<file path="src/rtl/mx2_merge.sv">
// Two-input round-robin merge of the CX2 primary (A) and copy (B) streams onto one 4-phase Send/Ack channel.
// Latency: Send_x sampled high in IDLE at edge n -> Ack_x, Send_out, Data_out, Src_out valid after edge n.
// Backpressure: one-entry buffer; no new grant until both handshakes have returned to zero and Ack_in is low.
module mx2_merge #(
   parameter int DATA_W = 32,
   parameter int CNT_W  = 16
) (
   input  logic              CLK,
   input  logic              MR,
   input  logic              Send_a,
   input  logic [DATA_W-1:0] Data_a,
   output logic              Ack_a,
   input  logic              Send_b,
   input  logic [DATA_W-1:0] Data_b,
   output logic              Ack_b,
   output logic              Send_out,
   output logic [DATA_W-1:0] Data_out,
   output logic              Src_out,
   input  logic              Ack_in,
   output logic [CNT_W-1:0]  Pkt_cnt
);

   typedef enum logic [1:0] {
      IDLE = 2'd0,
      BUSY = 2'd1,
      RTZ  = 2'd2
   } state_t;

   localparam logic SRC_A = 1'b0;
   localparam logic SRC_B = 1'b1;
   localparam logic [CNT_W-1:0] CNT_ONE = {{(CNT_W-1){1'b0}}, 1'b1};

   state_t            state;
   state_t            state_nxt;
   logic              last_grant;
   logic              last_grant_nxt;
   logic              ack_a_nxt;
   logic              ack_b_nxt;
   logic              send_out_nxt;
   logic              src_out_nxt;
   logic [DATA_W-1:0] data_out_nxt;
   logic [CNT_W-1:0]  pkt_cnt_nxt;

   logic              grant_vld;
   logic              grant_sel;
   logic              in_release;
   logic              out_release;

   // Round-robin pick: a lone requester wins outright, a tie goes to the input not served last
   always_comb begin
      grant_vld = Send_a | Send_b;
      grant_sel = SRC_A;
      if (Send_a && Send_b) begin
         grant_sel = ~last_grant;
      end else if (Send_b) begin
         grant_sel = SRC_B;
      end
   end

   // Release events of the two handshakes; only the granted input's channel is ever looked at
   always_comb begin
      if (Src_out == SRC_A) begin
         in_release = Ack_a & ~Send_a;
      end else begin
         in_release = Ack_b & ~Send_b;
      end
      out_release = Send_out & Ack_in;
   end

   // Next-state and next-output logic; every register holds unless a transition says otherwise
   always_comb begin
      state_nxt      = state;
      last_grant_nxt = last_grant;
      ack_a_nxt      = Ack_a;
      ack_b_nxt      = Ack_b;
      send_out_nxt   = Send_out;
      src_out_nxt    = Src_out;
      data_out_nxt   = Data_out;
      pkt_cnt_nxt    = Pkt_cnt;

      case (state)
         IDLE: begin
            // Ack_in seen here is a downstream protocol error and is deliberately ignored
            if (grant_vld) begin
               data_out_nxt   = (grant_sel == SRC_B) ? Data_b : Data_a;
               src_out_nxt    = grant_sel;
               ack_a_nxt      = (grant_sel == SRC_A);
               ack_b_nxt      = (grant_sel == SRC_B);
               send_out_nxt   = 1'b1;
               last_grant_nxt = grant_sel;
               state_nxt      = BUSY;
            end
         end

         BUSY: begin
            // Input and output sides retire independently, in either order or together
            if (in_release) begin
               if (Src_out == SRC_A) begin
                  ack_a_nxt = 1'b0;
               end else begin
                  ack_b_nxt = 1'b0;
               end
            end
            if (out_release) begin
               send_out_nxt = 1'b0;
               pkt_cnt_nxt  = Pkt_cnt + CNT_ONE;
            end
            if (!ack_a_nxt && !ack_b_nxt && !send_out_nxt) begin
               state_nxt = RTZ;
            end
         end

         RTZ: begin
            // Downstream must drop its acknowledge before the buffer is reused
            if (!Ack_in) begin
               state_nxt = IDLE;
            end
         end

         default: begin
            state_nxt = IDLE;
         end
      endcase
   end

   // State and output registers with synchronous master reset; B is "last" so A wins the first tie
   always_ff @(posedge CLK) begin
      if (MR) begin
         state      <= IDLE;
         last_grant <= SRC_B;
         Ack_a      <= 1'b0;
         Ack_b      <= 1'b0;
         Send_out   <= 1'b0;
         Src_out    <= SRC_A;
         Data_out   <= '0;
         Pkt_cnt    <= '0;
      end else begin
         state      <= state_nxt;
         last_grant <= last_grant_nxt;
         Ack_a      <= ack_a_nxt;
         Ack_b      <= ack_b_nxt;
         Send_out   <= send_out_nxt;
         Src_out    <= src_out_nxt;
         Data_out   <= data_out_nxt;
         Pkt_cnt    <= pkt_cnt_nxt;
      end
   end

   // The buffered payload and its source tag must not move while downstream is being offered it
   a_data_stable : assert property (@(posedge CLK) disable iff (MR)
      (Send_out && $past(Send_out)) |-> ($stable(Data_out) && $stable(Src_out)));

   // At most one input is acknowledged at any time
   a_one_ack : assert property (@(posedge CLK) disable iff (MR) !(Ack_a && Ack_b));

endmodule
</file>
<file path="config.mk">
export PLATFORM = sky130hd
export DESIGN_NAME = mx2_merge
export DESIGN_NICKNAME = d
export VERILOG_FILES = /design/src/rtl/mx2_merge.sv
export SDC_FILE = /design/constraint.sdc
export NUM_CORES = 1
export LEC_CHECK = 0
export ABC_AREA = 1
export BUFFER_PORTS_ARGS = -buffer_cell sky130_fd_sc_hd__buf_2
export CAP_MARGIN = 20
export CORE_ASPECT_RATIO = 1.5
export CORE_MARGIN = 1
export CORE_UTILIZATION = 41
export CTS_CLUSTER_SIZE = 20
export DETAILED_ROUTE_END_ITERATION = 16
export PLACE_DENSITY = 0.75
export RECOVER_POWER = 100
export SLEW_MARGIN = 10
export SYNTH_ARGS = -nofsm -noshare
export SYNTH_HDL_FRONTEND = slang
export SYNTH_SLANG_ARGS = --single-unit
</file>
<file path="constraint.sdc">
create_clock -name CLK -period 1.33 [get_ports CLK]
set_clock_uncertainty 0.2 [all_clocks]
set_input_delay 0.0665 -clock CLK [delete_from_list [all_inputs] [get_ports CLK]]
set_output_delay 0.0665 -clock CLK [all_outputs]
set_load 0.05 [all_outputs]
</file>
==> impl_metrics.xml <==
<?xml version="1.0" encoding="UTF-8"?>
<metrics>
  <group name="outcome">
    <metric name="result_of_the_run" unit="">finished with violations</metric>
    <metric name="violations" unit="">hold timing, setup timing</metric>
  </group>
  <group name="placement">
    <metric name="count_of_port_buffers_added_during_placement" unit="">120</metric>
    <metric name="routabilityCongestion" unit="">0.774</metric>
    <metric name="preCtsSetupSlack" unit="ns">-0.138</metric>
    <metric name="dpl.hpwl" unit="um">4650</metric>
  </group>
  <group name="setup_path">
    <metric name="cp_data_arrival_time" unit="ns">1.56</metric>
    <metric name="worstPathRequired" unit="ns">1.33</metric>
    <metric name="worst_setup_path_start_kind" unit="">register</metric>
    <metric name="path_max_fanout" unit="">8</metric>
    <metric name="timing.critical_path.slowest_stage_cell" unit="">dfxtp_2</metric>
    <metric name="timing.critical_path.from" unit="">state[0]</metric>
    <metric name="critical_path.endpoint_type" unit="">register</metric>
    <metric name="crit_family" unit="">buffers and inverters</metric>
    <metric name="cp_max_stage_delay" unit="ns">0.35</metric>
    <metric name="reg2reg_to" unit="">Data_out[19]</metric>
    <metric name="reg2reg_slack" unit="ns">-0.23</metric>
    <metric name="worstRegToRegCells" unit="">7</metric>
    <metric name="critical_path_buffers_and_inverters" unit="">3</metric>
    <metric name="regToRegStartpoint" unit="">state[0]</metric>
    <metric name="cells_traversed_along_the_worst_timing_path" unit="">inv_2 &gt; nand2_4 &gt; nor2_4 &gt; buf_6 &gt; buf_12 &gt; o21ai_1 &gt; a31oi_1</metric>
    <metric name="timing.setup.critical_path_class" unit="">register to register</metric>
  </group>
  <group name="timing">
    <metric name="rsz0062_at_grt" unit="">yes</metric>
    <metric name="period_share" unit="%">117</metric>
    <metric name="slew_headroom" unit="%">77.3</metric>
    <metric name="fin_tns_setup" unit="ns">-4.92</metric>
    <metric name="holdWs" unit="ns">-0.0108</metric>
    <metric name="max_freq" unit="MHz">642</metric>
    <metric name="finalSetupViolCount" unit="">50</metric>
    <metric name="period_minus_slack" unit="ns">1.56</metric>
    <metric name="final_max_slew_violation_count" unit="">0</metric>
    <metric name="hold_viol" unit="">1</metric>
    <metric name="postLayoutSetupSlackWorst" unit="ns">-0.227</metric>
    <metric name="tightestPinTransition" unit="ns">0.340</metric>
  </group>
  <group name="final_layout">
    <metric name="layout.cells.most_common" unit="">nand2_1</metric>
    <metric name="num-fill-cells" unit="">327</metric>
    <metric name="fin_nets" unit="">618</metric>
    <metric name="synthToLayoutAreaGrowth" unit="%">88.0</metric>
    <metric name="final_layout_size_suffix_gt1_share" unit="%">45.3</metric>
    <metric name="finish.utilization" unit="%">80.4</metric>
    <metric name="insertedDiodeCount" unit="">0</metric>
    <metric name="final_cell_mix" unit="">94 x nand2_1, 74 x buf_2, 66 x dlygate4sd3_1, 42 x clkbuf_2, 34 x dfxtp_1</metric>
  </group>
  <group name="grt">
    <metric name="grt_max_degree" unit="">34</metric>
    <metric name="grtUsageTotal" unit="%">31.2</metric>
    <metric name="initial_antenna_violation_count" unit="">0</metric>
    <metric name="groute.layer.met2.usage" unit="%">52.8</metric>
    <metric name="grt_pass1_vias" unit="">3287</metric>
    <metric name="grt_most_used_layer" unit="">met2</metric>
    <metric name="grt_use_met1" unit="%">35.0</metric>
    <metric name="grt_remaining_overflow" unit="">0</metric>
    <metric name="use_met3" unit="%">6.57</metric>
    <metric name="grt_first_pass_wirelength" unit="um">15400</metric>
  </group>
  <group name="power_and_ir_drop">
    <metric name="power.static_leakage" unit="nW">2.15</metric>
    <metric name="netSwitchingFraction" unit="%">42.7</metric>
    <metric name="seqPwrFrac" unit="%">34.6</metric>
    <metric name="max-vdd-ir-drop" unit="mV">0.948</metric>
    <metric name="power.internal" unit="mW">3.48</metric>
    <metric name="net-switching-power" unit="mW">2.59</metric>
    <metric name="power_per_cell_area" unit="nW/um^2">1290</metric>
    <metric name="comb_power_share" unit="%">48.5</metric>
    <metric name="share_of_total_power_in_the_clock_network" unit="%">16.9</metric>
  </group>
  <group name="synthesis">
    <metric name="synth.largest_area_cell" unit="">dfxtp_1</metric>
    <metric name="postSynthNetCount" unit="">405</metric>
    <metric name="yosys_warnings" unit="">0</metric>
    <metric name="synth.distinct_cells" unit="">31</metric>
    <metric name="post_synth.cell_area_avg" unit="sq um">7.44</metric>
    <metric name="synth-adder-area-share" unit="%">0.502</metric>
    <metric name="synth_sequential_area_ratio" unit="%">44.2</metric>
    <metric name="synth.mux.area_fraction" unit="%">0</metric>
    <metric name="share_of_the_synthesized_area_in_compound_gates_ao_oa_aoi_oai" unit="%">21.2</metric>
    <metric name="synth.top_cells.by_area" unit="">dfxtp_1 44%, nand2_1 15%, a31oi_1 8.0%</metric>
    <metric name="synthXorXnorAreaFrac" unit="%">0.351</metric>
    <metric name="main_combinational_cell_family_by_area_after_synthesis" unit="">simple AND/OR/NAND/NOR gates</metric>
    <metric name="yosys_register_bits" unit="">55</metric>
    <metric name="synth_top_area_share" unit="%">44.2</metric>
    <metric name="syn_area" unit="sq um">2490</metric>
    <metric name="post_synth_and_or_nand_nor_area_fraction" unit="%">26.3</metric>
    <metric name="synthesized_instance_count" unit="">335</metric>
  </group>
  <group name="clock_tree">
    <metric name="root_buffer" unit="">clkbuf_8</metric>
    <metric name="worst_setup_hold_path_clk_slew" unit="ns">0.10</metric>
    <metric name="cts.path.max_buffers" unit="">2</metric>
    <metric name="cts.sink_count" unit="">55</metric>
    <metric name="cts_made_buffers" unit="">5</metric>
    <metric name="worst_skew_pair_latency" unit="ns">0.31</metric>
    <metric name="cts_tree" unit="">built</metric>
    <metric name="htree_levels" unit="">2</metric>
  </group>
  <group name="hold_path">
    <metric name="worstHoldPathCells" unit="">3</metric>
    <metric name="hold_path_class" unit="">primary input to register</metric>
    <metric name="min_delay_worst_endpoint" unit="">Ack_a</metric>
    <metric name="hold_start" unit="">Send_a</metric>
  </group>
  <group name="floorplan">
    <metric name="die_h" unit="um">97.5</metric>
    <metric name="die_w" unit="um">65.7</metric>
    <metric name="die_area" unit="sq um">6400</metric>
    <metric name="core_area" unit="sq um">5830</metric>
    <metric name="initial_core_util" unit="%">42.8</metric>
    <metric name="floorplan.io_pins" unit="">121</metric>
    <metric name="number_of_rows_in_the_core_area" unit="">34</metric>
  </group>
  <group name="detailed_routing">
    <metric name="routedWlPerCell" unit="um">18.6</metric>
    <metric name="drt_first_iter_violations" unit="">171</metric>
    <metric name="routed-via-count" unit="">3496</metric>
    <metric name="vias_per_cell" unit="">5.64</metric>
    <metric name="drt.antenna.violating_nets" unit="">0</metric>
    <metric name="residual_drc" unit="">0</metric>
    <metric name="drt_pre_antenna_iters" unit="">5</metric>
    <metric name="postRouteWirelength" unit="um">11500</metric>
  </group>
  <group name="run">
    <metric name="drv_cap" unit="">0</metric>
  </group>
</metrics>
==> repair_timing <==
action | CTS | global route
pin swaps | 3 | 16
cloned | 4 | 5
setup buffers | 8 | 9
hold buffers | 65 | 1
setup endpoints to repair | 49 | 56
gates resized for setup | 31 | 73
endpoints found under the hold margin | 40 | 2
==> synth_stat cells <==
master / count
clkbuf_1: 3
buf_6: 1
inv_2: 4
o21ai_0: 39
nand4_1: 1
a211oi_2: 1
nor3_1: 1
a21oi_1: 13
buf_2: 10
nand2_4: 1
nor3b_1: 1
nor2_4: 3
ha_1: 1
nand3_1: 10
nand2_2: 2
xor2_1: 1
inv_1: 18
nor2_2: 2
a211oi_1: 1
nand3_4: 2
nand2_1: 99
a31oi_1: 32
a21oi_4: 1
and2_1: 2
o21ai_1: 2
o211ai_1: 2
nor2_8: 1
nor2_1: 21
dfxtp_1: 55
o21bai_1: 1
buf_4: 4
==> routing by layer <==
metal  vias up  wire length (um)  part of all wire [%]
met5         -                 0                     0
met4         0               816                   7.1
met3        84              1160                    10
met2       284              5680                    49
met1      1578              3880                    34
li1       1550                 -                     -
==> worst max path at each step <==
stage	end	slack (ns)	depth (start not counted)
after detailed placement	Data_out[2]	-0.14	6
after global routing	Data_out[18]	-0.27	7
after global placement	Data_out[9]	-0.07	4
final	Data_out[19]	-0.23	7
after CTS	Pkt_cnt[14]	-0.12	8
after floorplan	Pkt_cnt[14]	-0.19	8
==> worst min-delay path, cell delays in order <==
cell	delay [ns]
buf_2	0.14
o21ai_2	0.18
a211oi_2	0.07
==> registers in the layout, summed over array words and instances (netlist names) <==
name and cells:
last_grant 1, Src_out 1, Send_out 1, Data_out 32
state 2, Ack_b 1, Pkt_cnt 16, Ack_a 1
==> cell type report <==
cell class	count	area (sq um)	area share (%)
clock buffers	7	97.6	2.08
repair buffers	224	1780	38.0
inverters	22	105	2.24
multi-input cells	240	1460	31.1
flip-flops and latches	55	1150	24.6
well taps	72	90.1	1.92
==> stage by stage <==
stage	instance area, sq um	instances	power, mW
after floorplan	2570	335	3.38
after global placement	3310	523	3.83
after detailed placement	3310	523	3.85
after CTS	4300	607	5.45
after global routing	4690	620	6.24
final	4690	620	6.07
==> power groups by stage <==
stage | Combinational (mW) | Clock, mW | Sequential [mW]
after floorplan | 0.609 | 0 | 2.77
after global placement | 1.80 | 0 | 2.03
after detailed placement | 1.83 | 0 | 2.03
after CTS | 2.42 | 1.03 | 2.01
after global routing | 3.04 | 1.08 | 2.11
final | 2.94 | 1.03 | 2.10
==> logic make-up (layout without fill, tap and decap cells) <==
logic type | Yosys count | in the layout
AND/OR/NAND/NOR | 146 | 146
adder cells (fa/ha/maj) | 1 | 1
buffers and inverters | 40 | 253
flip-flops | 55 | 55
AO/OA/AOI/OAI | 92 | 92
XOR/XNOR | 1 | 1
Note: power is estimated with default switching activity, not from simulation.
